### config.mk
export PLATFORM = sky130hd
export DESIGN_NAME = shift_engine
export DESIGN_NICKNAME = d
export VERILOG_FILES = /design/src/rtl/shift_engine.sv
export SDC_FILE = /design/constraint.sdc
export NUM_CORES = 1
export LEC_CHECK = 0
export ABC_AREA = 1
export CORE_MARGIN = 1.5
export CORE_UTILIZATION = 30
export DETAILED_ROUTE_END_ITERATION = 10
export PLACE_DENSITY = 0.62
export SLEW_MARGIN = 15
export SYNTH_ARGS = -nofsm -noshare
export SYNTH_HDL_FRONTEND = slang
export SYNTH_SLANG_ARGS = --single-unit
### constraint.sdc
create_clock -name clk -period 1.15 [get_ports clk]
set_input_delay 0.1725 -clock clk [delete_from_list [all_inputs] [get_ports clk]]
set_output_delay 0.1725 -clock clk [all_outputs]
set_load 0.02 [all_outputs]
### src/rtl/shift_engine.sv
`default_nettype none
// ============================================================================
// Module      : shift_engine
// Description : Multi-mode sequential shifter. Loads a WIDTH-bit word and
//               shifts it one bit per clock for a programmed number of
//               steps (LSL, LSR, ASR, ROL, ROR). Tracks the last bit shifted
//               out and a sticky OR of all bits shifted out. Uses a
//               start/busy/done handshake.
// Revision    : 1.0 - initial release
// ============================================================================
module shift_engine #(
    parameter int WIDTH = 8,
    parameter int CNT_W = 4
) (
    input  logic             clk,
    input  logic             clr,
    input  logic             start,
    input  logic [WIDTH-1:0] load_data,
    input  logic [CNT_W-1:0] amount,
    input  logic [2:0]       mode,
    input  logic             data,
    output logic [WIDTH-1:0] so,
    output logic             busy,
    output logic             done,
    output logic             oflow,
    output logic             sticky
);

    localparam logic [1:0] c_IDLE  = 2'd0;
    localparam logic [1:0] c_SHIFT = 2'd1;
    localparam logic [1:0] c_DONE  = 2'd2;

    localparam logic [2:0] c_LSL = 3'b000;
    localparam logic [2:0] c_LSR = 3'b001;
    localparam logic [2:0] c_ASR = 3'b010;
    localparam logic [2:0] c_ROL = 3'b011;
    localparam logic [2:0] c_ROR = 3'b100;

    localparam logic [CNT_W-1:0] c_CNT_ONE = CNT_W'(1);

    logic [1:0]       r_state;
    logic [CNT_W-1:0] r_cnt;
    logic [2:0]       r_mode;
    logic [WIDTH-1:0] r_so;
    logic             r_oflow;
    logic             r_sticky;

    logic [WIDTH-1:0] w_shift_so;
    logic             w_ob;
    logic             w_valid;

    // One-step shift result and the bit leaving the word for the latched mode
    always_comb begin
        w_shift_so = r_so;
        w_ob       = 1'b0;
        w_valid    = 1'b1;
        case (r_mode)
            c_LSL: begin
                w_shift_so = {r_so[WIDTH-2:0], data};
                w_ob       = r_so[WIDTH-1];
            end
            c_LSR: begin
                w_shift_so = {data, r_so[WIDTH-1:1]};
                w_ob       = r_so[0];
            end
            c_ASR: begin
                w_shift_so = {r_so[WIDTH-1], r_so[WIDTH-1:1]};
                w_ob       = r_so[0];
            end
            c_ROL: begin
                w_shift_so = {r_so[WIDTH-2:0], r_so[WIDTH-1]};
                w_ob       = r_so[WIDTH-1];
            end
            c_ROR: begin
                w_shift_so = {r_so[0], r_so[WIDTH-1:1]};
                w_ob       = r_so[0];
            end
            default: w_valid = 1'b0;  // reserved: word and flags hold
        endcase
    end

    // Control FSM and datapath registers; clr aborts any operation in flight
    always_ff @(posedge clk) begin
        if (clr) begin
            r_state  <= c_IDLE;
            r_so     <= '0;
            r_oflow  <= 1'b0;
            r_sticky <= 1'b0;
            r_cnt    <= '0;
            r_mode   <= c_LSL;
        end else begin
            case (r_state)
                c_IDLE: begin
                    if (start) begin
                        r_so     <= load_data;
                        r_cnt    <= amount;
                        r_mode   <= mode;
                        r_oflow  <= 1'b0;
                        r_sticky <= 1'b0;
                        // A zero amount skips SHIFT so the counter never wraps
                        r_state  <= (amount != '0) ? c_SHIFT : c_DONE;
                    end
                end
                c_SHIFT: begin
                    if (w_valid) begin
                        r_so     <= w_shift_so;
                        r_oflow  <= w_ob;
                        r_sticky <= r_sticky | w_ob;
                    end
                    r_cnt <= r_cnt - c_CNT_ONE;
                    if (r_cnt == c_CNT_ONE) begin
                        r_state <= c_DONE;
                    end
                end
                c_DONE: begin
                    r_state <= c_IDLE;
                end
                default: begin
                    r_state <= c_IDLE;
                end
            endcase
        end
    end

    assign so     = r_so;
    assign busy   = (r_state != c_IDLE);
    assign done   = (r_state == c_DONE);
    assign oflow  = r_oflow;
    assign sticky = r_sticky;

endmodule
`default_nettype wire

==> flow_metrics.env, run 1 <==
export IMPL_cts_buffers_inserted=3
export IMPL_area_growth_pct=69.4
export IMPL_grt_max_degree=16
export IMPL_clkSinkCount=19
export IMPL_clk_pin_slew_worst_paths_ns=0.08
export IMPL_maxCapViolCount=0
export IMPL_nets=260
export IMPL_clockPowerShare_pct=19.2
export IMPL_dieArea_mm2=0.00447
export IMPL_finalWeightedCongestion=0.821
export IMPL_num_rows=23
export IMPL_hold_depth=2
export IMPL_crit_required_ns=0.98
export IMPL_fin_util_pct=52.2
export IMPL_hold_violations=0
export IMPL_vias=1336
export IMPL_mostFrequentLayoutCell="nand2_1"
export IMPL_die_width_um=66.9
export IMPL_antenna_left=0
export IMPL_layout_drive_gt1_share_pct=41.2
export IMPL_overflow=0
export IMPL_fmax_mhz=859
export IMPL_min_period_ns=1.16
export IMPL_failed_checks="setup timing"
export IMPL_num_fill_cells=390
export IMPL_p_sw_share_pct=38.4
export IMPL_drc=0
export IMPL_powerDensity_mw_per_mm2=1240
export IMPL_worst_r2r_setup_slack_ns=0.01
export IMPL_slew_violations=0
export IMPL_avgViaCountPerCell=4.64
export IMPL_worst_path_max_fanout=4
export IMPL_crit_path_start_kind="flop"
export IMPL_r2r_end="so[0]$_SDFFE_PP0P_"
export IMPL_synth_area_mm2=0.00122
export IMPL_reg2reg_from="r_state[0]$_SDFFE_PP0P_"
export IMPL_min_delay_start="r_cnt[2]$_SDFFE_PP0P_"
export IMPL_fin_crit_sh_pct=101
export IMPL_core_mm2=0.00397
export IMPL_timing_hold_ws_ns=0.473
export IMPL_grt_pass1_vias=1253
export IMPL_cts_root_buf="clkbuf_8"
export IMPL_p_int_mw=1.58
export IMPL_detailed_place_hpwl_um=2390
export IMPL_status="complete, but fails checks"
export IMPL_grt_usage_pct=16.0
export IMPL_holdPathEnd="r_cnt[2]$_SDFFE_PP0P_"
export IMPL_cts_buffer_depth=2
export IMPL_rsz0062_at_grt="true"
export IMPL_cp_top_family="flip-flops"
export IMPL_switchingPower_uw=983
export IMPL_setup_violations_final=1
export IMPL_first_iter_violations=82
export IMPL_min_path_type="reg2reg"
export IMPL_clk_latency_ns=0.26
export IMPL_initial_core_util_pct=30.8
export IMPL_multi_input_area_um2=852
export IMPL_ios=31
export IMPL_path_cells="nor2_4, inv_1, buf_2"
export IMPL_ff2ff_path_depth=8
export IMPL_crit_arrival_ns=0.99
export IMPL_wl_per_cell_um=11.3
export IMPL_path_buf_inv=2
export IMPL_combPwrFrac_pct=49.3
export IMPL_totalPowerFinal_mw=2.56
export IMPL_port_buffers=30
export IMPL_syn_nets=193
export IMPL_antenna_found_initial=0
export IMPL_most_common_layout_cells="nand2_1, buf_4, clkdlybuf4s50_1"
export IMPL_synth_cell_types=27
export IMPL_setup_ws_ns=-0.0141
export IMPL_crit_type="reg2out"
export IMPL_seq_power_share_pct=31.6
export IMPL_slowest_stage="dfxtp_4"
export IMPL_tightest_slew_ns=0.293
export IMPL_die_y_um=66.9
export IMPL_dr_pass1_iters=4
export IMPL_critPathMaxStageDelay_ns=0.37
export IMPL_postSynthCellCount=172
export IMPL_cts_tree="built"
export IMPL_cp_end_kind="primary output"
export IMPL_wirelength_um=3270
export IMPL_synth_seq_cells=19
export IMPL_seq_area_frac_synth_pct=31.1
export IMPL_seqCellArea_um2=398
export IMPL_synth_warnings=0
export IMPL_htreeDepth=1
export IMPL_grt_pass1_wl_um=5560
export IMPL_syn_avg_cell_area_um2=7.11
export IMPL_antenna_cells=0
export IMPL_p_leak_nw=0.912
export IMPL_skew_ns=0.00142
export IMPL_ir_drop_v=0.000539
export IMPL_slew_headroom_pct=80.4
-- cell type report --
cell class / count / share of cell area, %
flip-flops and latches: 19 / 19.2
multi-input cells: 129 / 41.1
repair buffers: 64 / 29.0
inverters: 22 / 5.43
clock buffers: 3 / 1.99
well taps: 50 / 3.02
clock inverters: 1 / 0.241
-- cell usage after synthesis (all sizes together) --
| library cell | instances | area [um2] |
|---|---|---|
| o21ai | 19 | 98.9 |
| clkbuf | 1 | 13.8 |
| nor3 | 2 | 10.0 |
| xor2 | 1 | 8.76 |
| a21oi | 20 | 126 |
| ha | 2 | 25.0 |
| buf | 2 | 8.75 |
| a211oi | 1 | 7.51 |
| nor2 | 10 | 45.1 |
| dfxtp | 19 | 380 |
| clkinv | 3 | 17.5 |
| o211ai | 1 | 7.51 |
| nand2 | 50 | 255 |
| inv | 19 | 73.8 |
| nand3 | 22 | 145 |
-- layer usage --
metal  GRT usage [%]  vias to the layer above  routed length, um
met5               0                        -                  0
met4            6.12                        0                 49
met3            2.87                        4                140
met2            25.1                       38               1500
met1            21.5                      592               1580
li1                -                      702                  -
-- stage by stage --
stage               area, um2  setup WS [ns]  TNS [ns]  instances
floorplan                1220        0.00219         0        172
global placement         1810         -0.173     -2.64        277
detailed placement       1810         -0.200     -2.82        277
CTS                      1940        -0.0165   -0.0165        286
global route             2070        -0.0763    -0.661        288
finish                   2070        -0.0141   -0.0141        288
-- power groups by stage --
stage | sequential, mW | combinational, mW | clock (mW)
final | 0.808 | 1.26 | 0.492
after global placement | 0.807 | 1.10 | 0
after global routing | 0.821 | 1.37 | 0.531
after CTS | 0.796 | 1.16 | 0.496
after detailed placement | 0.806 | 1.10 | 0
after floorplan | 0.881 | 0.546 | 0
-- state kept, by name (all words and copies together) (netlist names) --
register and cells:
oflow 1, r_cnt 4, r_mode 3, r_state 2, so 8, sticky 1
-- worst max-delay path by stage --
stage	slack (ns)	to	cells past startpoint	from
6_report	-0.01	busy	3	r_state[0]$_SDFFE_PP0P_
5_1_grt	-0.08	so[0]$_SDFFE_PP0P_	8	r_state[0]$_SDFFE_PP0P_
4_1_cts	-0.02	so[7]$_SDFFE_PP0P_	8	r_mode[2]$_SDFFE_PP0P_
3_5_place_dp	-0.20	r_cnt[3]$_SDFFE_PP0P_	7	start
3_3_place_gp	-0.17	so[4]$_SDFFE_PP0P_	5	start
2_1_floorplan	0.002	so[0]$_SDFFE_PP0P_	7	r_mode[2]$_SDFFE_PP0P_
-- worst reg2reg max path: cells and delay by family, from the launching register on --
family | cells | cell delay, ns
AO/OA/AOI/OAI | 1 | 0.11
buffers and inverters | 3 | 0.25
flip-flops | 1 | 0.37
AND/OR/NAND/NOR | 4 | 0.36
-- what timing repair did --
action / in CTS / in global routing
pin swaps: 5 / 9
resized for setup: 38 / 45
gates cloned: 1 / 0
buffers inserted: 4 / 2
setup endpoints to repair: 24 / 24
hold buffers: 0 / 0
-- cell families (layout without fill, tap and decap cells) --
group	count (synthesis)	in the layout	synth area share, %
XOR/XNOR	1	1	0.716
flip-flops	19	19	31.1
buffers and inverters	25	90	9.30
AO/OA/AOI/OAI	41	41	19.6
AND/OR/NAND/NOR	84	85	37.2
adder cells (fa/ha/maj)	2	2	2.04
Power figures use the tool's default switching activity.
==> inputs of run 2 (changes only) <==
CAP_MARGIN = 10   (was unset)
PLACE_DENSITY = unset   (was 0.62)
PLACE_DENSITY_LB_ADDON = 0.25   (was unset)
==> run 2 against run 1 <==
  * The run still ends with setup timing left
  * Via count decreased by 0.90%
  * Setup slack got worse by 0.0018 ns
  * Clock skew increased by 0.00066 ns
  * Largest power group unchanged
==> flow_metrics.env, run 2 (same netlist as run 1, synthesis figures left out) <==
export IMPL_fin_util_pct=51.4
export IMPL_cts_buffer_depth=2
export IMPL_clk_latency_ns=0.26
export IMPL_clkSinkCount=19
export IMPL_setup_violations_final=4
export IMPL_dieArea_mm2=0.00447
export IMPL_cp_top_family="flip-flops"
export IMPL_skew_ns=0.00208
export IMPL_cts_tree="built"
export IMPL_crit_required_ns=1.34
export IMPL_grt_usage_pct=16.6
export IMPL_grt_pass1_wl_um=5680
export IMPL_min_period_ns=1.17
export IMPL_layout_drive_gt1_share_pct=40.3
export IMPL_core_mm2=0.00397
export IMPL_slowest_stage="dfxtp_4"
export IMPL_hold_violations=0
export IMPL_wl_per_cell_um=12.0
export IMPL_fin_area_mm2=0.00204
export IMPL_worst_path_max_fanout=8
export IMPL_setup_ws_ns=-0.0159
export IMPL_grt_max_degree=12
export IMPL_clk_pin_slew_worst_paths_ns=0.08
export IMPL_cts_hold_buf=0
export IMPL_vias=1324
export IMPL_slew_headroom_pct=85.8
export IMPL_grt_pass1_vias=1247
export IMPL_path_cells="buf_6, nand3_4, nand3_4, nand2_2, o21ai_2, nand2_2, a21oi_2"
export IMPL_cts_root_buf="clkbuf_8"
export IMPL_failed_checks="setup timing"
export IMPL_most_common_layout_cells="nand2_1, clkdlybuf4s50_1, buf_4"
export IMPL_seqCellArea_um2=399
export IMPL_finalWeightedCongestion=0.874
export IMPL_path_buf_inv=1
export IMPL_cts_buffers_inserted=3
export IMPL_avgViaCountPerCell=4.71
export IMPL_powerDensity_mw_per_mm2=1240
export IMPL_tightest_slew_ns=0.211
export IMPL_p_leak_nw=0.882
export IMPL_layout_cells_non_filler=281
export IMPL_num_rows=23
export IMPL_fmax_mhz=858
export IMPL_area_growth_pct=66.8
export IMPL_initial_core_util_pct=30.8
export IMPL_antenna_left=0
export IMPL_overflow=0
export IMPL_dpl_instance_area_mm2=0.00179
export IMPL_drc=0
export IMPL_crit_type="reg2reg"
export IMPL_largest_register_ffs=8
export IMPL_cp_end_kind="flop"
export IMPL_slew_violations=0
export IMPL_mostFrequentLayoutCell="nand2_1"
export IMPL_ir_drop_v=0.000585
export IMPL_die_width_um=66.9
export IMPL_maxCapViolCount=0
export IMPL_crit_arrival_ns=1.36
export IMPL_detailed_place_hpwl_um=2470
export IMPL_nets=253
export IMPL_min_path_type="reg2reg"
export IMPL_dr_pass1_iters=4
export IMPL_num_fill_cells=408
export IMPL_antenna_cells=0
export IMPL_crit_path_start_kind="flop"
export IMPL_status="complete, but fails checks"
export IMPL_die_y_um=66.9
export IMPL_first_iter_violations=79
export IMPL_rsz0062_at_grt="true"
export IMPL_dp_cells=274
export IMPL_ios=31
export IMPL_antenna_found_initial=0
export IMPL_critPathMaxStageDelay_ns=0.39
export IMPL_wirelength_um=3380
export IMPL_fin_crit_sh_pct=101
export IMPL_multi_input_area_um2=871
export IMPL_port_buffers=30
export IMPL_htreeDepth=1
-- run 2: final cells by class --
| type | instances | share of cell area (%) |
|---|---|---|
| flip-flops and latches | 19 | 19.6 |
| clock buffers | 3 | 2.02 |
| clock inverters | 1 | 0.245 |
| well taps | 50 | 3.07 |
| inverters | 22 | 5.21 |
| repair buffers | 57 | 27.2 |
| multi-input cells | 129 | 42.7 |
-- run 2: final timing paths --
check / from / end / slack, ns / cells after the start
worst max-delay path: r_mode[0]$_SDFFE_PP0P_ / sticky$_SDFFE_PP0P_ / -0.02 / 7
worst max register to register: r_mode[0]$_SDFFE_PP0P_ / sticky$_SDFFE_PP0P_ / -0.02 / 7
worst min-delay path: r_cnt[2]$_SDFFE_PP0P_ / r_cnt[2]$_SDFFE_PP0P_ / 0.46 / 2
worst min register to register: r_cnt[2]$_SDFFE_PP0P_ / r_cnt[2]$_SDFFE_PP0P_ / 0.46 / 2
-- run 2: worst min-delay path: stages (launching register included) --
cell and delay [ns]:
dfxtp_1 0.32, nand2_1 0.06, a21oi_1 0.05
-- run 2: through the flow --
stage	power (mW)	setup TNS, ns	hold slack, ns	worst slack (ns)
2_1_floorplan	1.43	0	0.360	0.00219
3_3_place_gp	1.89	-3.03	0.455	-0.221
3_5_place_dp	1.89	-3.16	0.457	-0.226
4_1_cts	2.42	-0.00287	0.470	-0.00287
5_1_grt	2.72	-0.728	0.490	-0.0857
6_report	2.53	-0.0322	0.464	-0.0159
-- run 2: repair_timing --
action / in CTS / in global routing
gates resized for setup: 47 / 43
gates cloned: 1 / 0
setup endpoints to repair: 24 / 22
buffers inserted: 0 / 2
pin swaps: 5 / 13
-- run 2: routing by layer --
metal	wire length, um	track usage [%]	vias up
met1	1710	24.6	594
met4	34	4.85	0
met5	0	0	-
met3	155	2.70	4
met2	1480	24.5	42
li1	-	-	684
-- run 2: where the power goes --
group / switching, mW / internal [mW] / total, mW
Clock: 0.244 / 0.241 / 0.486
Sequential: 0.0719 / 0.745 / 0.816
Combinational: 0.666 / 0.563 / 1.23
==> inputs of run 3 (changes only) <==
--- a/config.mk
+++ b/config.mk
@@ -8,8 +8,10 @@
 export ABC_AREA = 1
 export CAP_MARGIN = 10
+export CELL_PAD_IN_SITES_DETAIL_PLACEMENT = 1
+export CELL_PAD_IN_SITES_GLOBAL_PLACEMENT = 2
 export CORE_MARGIN = 1.5
-export CORE_UTILIZATION = 30
+export CORE_UTILIZATION = 24
 export DETAILED_ROUTE_END_ITERATION = 10
-export PLACE_DENSITY_LB_ADDON = 0.25
+export PLACE_DENSITY = 0.74
 export SLEW_MARGIN = 15
 export SYNTH_ARGS = -nofsm -noshare
==> constraint.sdc (replaced) <==
create_clock -name clk -period 1.15 [get_ports clk]
set_input_delay 0.1725 -clock clk [delete_from_list [all_inputs] [get_ports clk]]
set_output_delay 0.1725 -clock clk [all_outputs]
set_load 0.01 [all_outputs]
==> run 3 against run 2 <==
  * Global-route usage down 0.13 points
  * Clock power up 2%
  * Setup slack worse by 0.028 ns
  * Worst hold slack better by 0.0074 ns
  * Sequential power about the same
  * The run still ends with setup timing left
  * Cell count up 7.8%
  * Combinational power about the same
  * Via count up 4.3%
  * Critical path depth up 2
  * First-iteration DRC count up 6.3%
==> flow_metrics.env, run 3 (same netlist as run 1, synthesis figures left out) <==
export IMPL_status="complete, but fails checks"
export IMPL_failed_checks="setup timing"
export IMPL_clk_latency_ns=0.27
export IMPL_grt_usage_pct=16.5
export IMPL_p_leak_nw=0.905
export IMPL_timing_hold_ws_ns=0.471
export IMPL_crit_type="reg2reg"
export IMPL_min_period_ns=1.19
export IMPL_maxCapViolCount=0
export IMPL_ir_drop_v=0.000526
export IMPL_most_common_layout_cells="nand2_1, buf_4, nand3_1"
export IMPL_rsz0062_at_grt="true"
export IMPL_cts_tree="built"
export IMPL_dp_cells=295
export IMPL_first_iter_violations=84
export IMPL_wl_met3_um=116
export IMPL_dr_pass1_iters=5
export IMPL_cts_buffers_inserted=3
export IMPL_num_rows=25
export IMPL_hold_violations=0
export IMPL_cp_end_kind="flop"
export IMPL_vias=1381
export IMPL_crit_arrival_ns=1.39
export IMPL_ff2ff_path_depth=9
export IMPL_top_layer_used="met4"
export IMPL_initial_core_util_pct=25.4
export IMPL_wl_met1_um=1920
export IMPL_min_path_type="in2reg"
export IMPL_core_mm2=0.00482
export IMPL_largest_register_ffs=8
export IMPL_powerDensity_mw_per_mm2=1240
export IMPL_crit_path_start_kind="flop"
export IMPL_clkSinkCount=19
export IMPL_cts_root_buf="clkbuf_8"
export IMPL_grt_pass1_vias=1478
export IMPL_worst_r2r_setup_slack_ns=-0.04
export IMPL_grt_pass1_wl_um=7000
export IMPL_fmax_mhz=838
export IMPL_antenna_found_initial=0
export IMPL_startpoint="r_mode[1]$_SDFFE_PP0P_"
export IMPL_wl_per_cell_um=13.6
export IMPL_cts_hold_buf=0
export IMPL_finalWeightedCongestion=0.796
export IMPL_overflow=0
export IMPL_avgViaCountPerCell=4.56
export IMPL_drc=0
export IMPL_nets=258
export IMPL_setup_ws_ns=-0.0434
export IMPL_die_y_um=74.4
export IMPL_wl_met2_um=2050
export IMPL_crit_required_ns=1.34
export IMPL_slew_headroom_pct=84.0
export IMPL_htreeDepth=1
export IMPL_grt_max_degree=11
export IMPL_clk_pin_slew_worst_paths_ns=0.09
export IMPL_area_growth_pct=67.0
export IMPL_r2r_end="so[0]$_SDFFE_PP0P_"
export IMPL_tightest_slew_ns=0.237
export IMPL_slew_violations=0
export IMPL_worst_path_max_fanout=5
export IMPL_detailed_place_hpwl_um=3080
export IMPL_wirelength_um=4120
export IMPL_setup_violations_final=4
export IMPL_antenna_cells=0
export IMPL_ios=31
export IMPL_crit_path_end="so[0]$_SDFFE_PP0P_"
export IMPL_reg2reg_from="r_mode[1]$_SDFFE_PP0P_"
export IMPL_layout_cells_non_filler=303
export IMPL_cts_buffer_depth=2
export IMPL_port_buffers=30
export IMPL_fin_util_pct=42.4
export IMPL_dieArea_mm2=0.00554
export IMPL_skew_ns=0.0153
export IMPL_layout_drive_gt1_share_pct=41.1
export IMPL_die_width_um=74.4
export IMPL_mostFrequentLayoutCell="nand2_1"
export IMPL_antenna_left=0
export IMPL_fin_crit_sh_pct=104
[run 3: changes by cell type in the layout (fill, tap and decap cells not counted), sizes merged]
cell,previous run,this run
buf,29,34
clkbuf,3,5
clkdlybuf4s15,5,0
clkdlybuf4s50,18,17
clkinv,2,3
dlygate4sd2,5,10
dlymetal6s2s,0,1
inv,21,19
nand2,51,50
[run 3: per-layer routing]
metal	vias to the layer above	global-route usage, %
met4	0	5.45
met1	656	22.6
met3	2	1.76
met5	-	0
li1	695	-
met2	28	27.1
[run 3: worst max-delay path, stage by stage (launching register included)]
cell and delay [ns]:
dfxtp_4 0.39, inv_4 0.06, nand2_4 0.09, nand2_8 0.08, nand2_8 0.08, buf_4 0.10, nand3_1 0.07, nand2_2 0.10
inv_2 0.04, a21oi_2 0.11
[run 3: through the flow]
| step | TNS (ns) | instance area, um2 | setup slack [ns] | power, mW |
|---|---|---|---|---|
| after CTS | -0.139 | 1930 | -0.0522 | 2.45 |
| after global placement | -3.02 | 1830 | -0.241 | 1.87 |
| after global routing | -0.824 | 2040 | -0.108 | 2.72 |
| after floorplan | 0 | 1220 | 0.00446 | 1.39 |
| after detailed placement | -3.69 | 1830 | -0.290 | 1.90 |
| final | -0.109 | 2040 | -0.0434 | 2.54 |
[run 3: layout make-up]
class	instances	area (um2)
tap	67	83.8
fill	625	2770
clock buffer	4	45.0
sequential	19	397
multi-input combinational	128	848
inverter	22	105
timing repair buffer	63	564
[run 3: power by group]
part / switching [mW] / internal [mW] / total (mW)
clock network: 0.248 / 0.247 / 0.495
logic: 0.663 / 0.570 / 1.23
registers: 0.0654 / 0.748 / 0.814
total: 0.976 / 1.57 / 2.54
[run 3: worst min path at each step]
stage,start,to,slack [ns],cells after the start
after floorplan,amount[2],r_cnt[2]$_SDFFE_PP0P_,0.36,2
after global routing,start,r_mode[1]$_SDFFE_PP0P_,0.50,4
final,start,r_mode[0]$_SDFFE_PP0P_,0.47,4
after CTS,oflow$_SDFFE_PP0P_,oflow$_SDFFE_PP0P_,0.47,2
after global placement,r_cnt[3]$_SDFFE_PP0P_,r_cnt[3]$_SDFFE_PP0P_,0.46,2
after detailed placement,oflow$_SDFFE_PP0P_,oflow$_SDFFE_PP0P_,0.46,2
[run 3: timing repair]
item	CTS	global route
setup endpoints to repair	27	20
buffers inserted	2	2
resized for setup	49	30
cloned	0	0
pin swaps	6	11
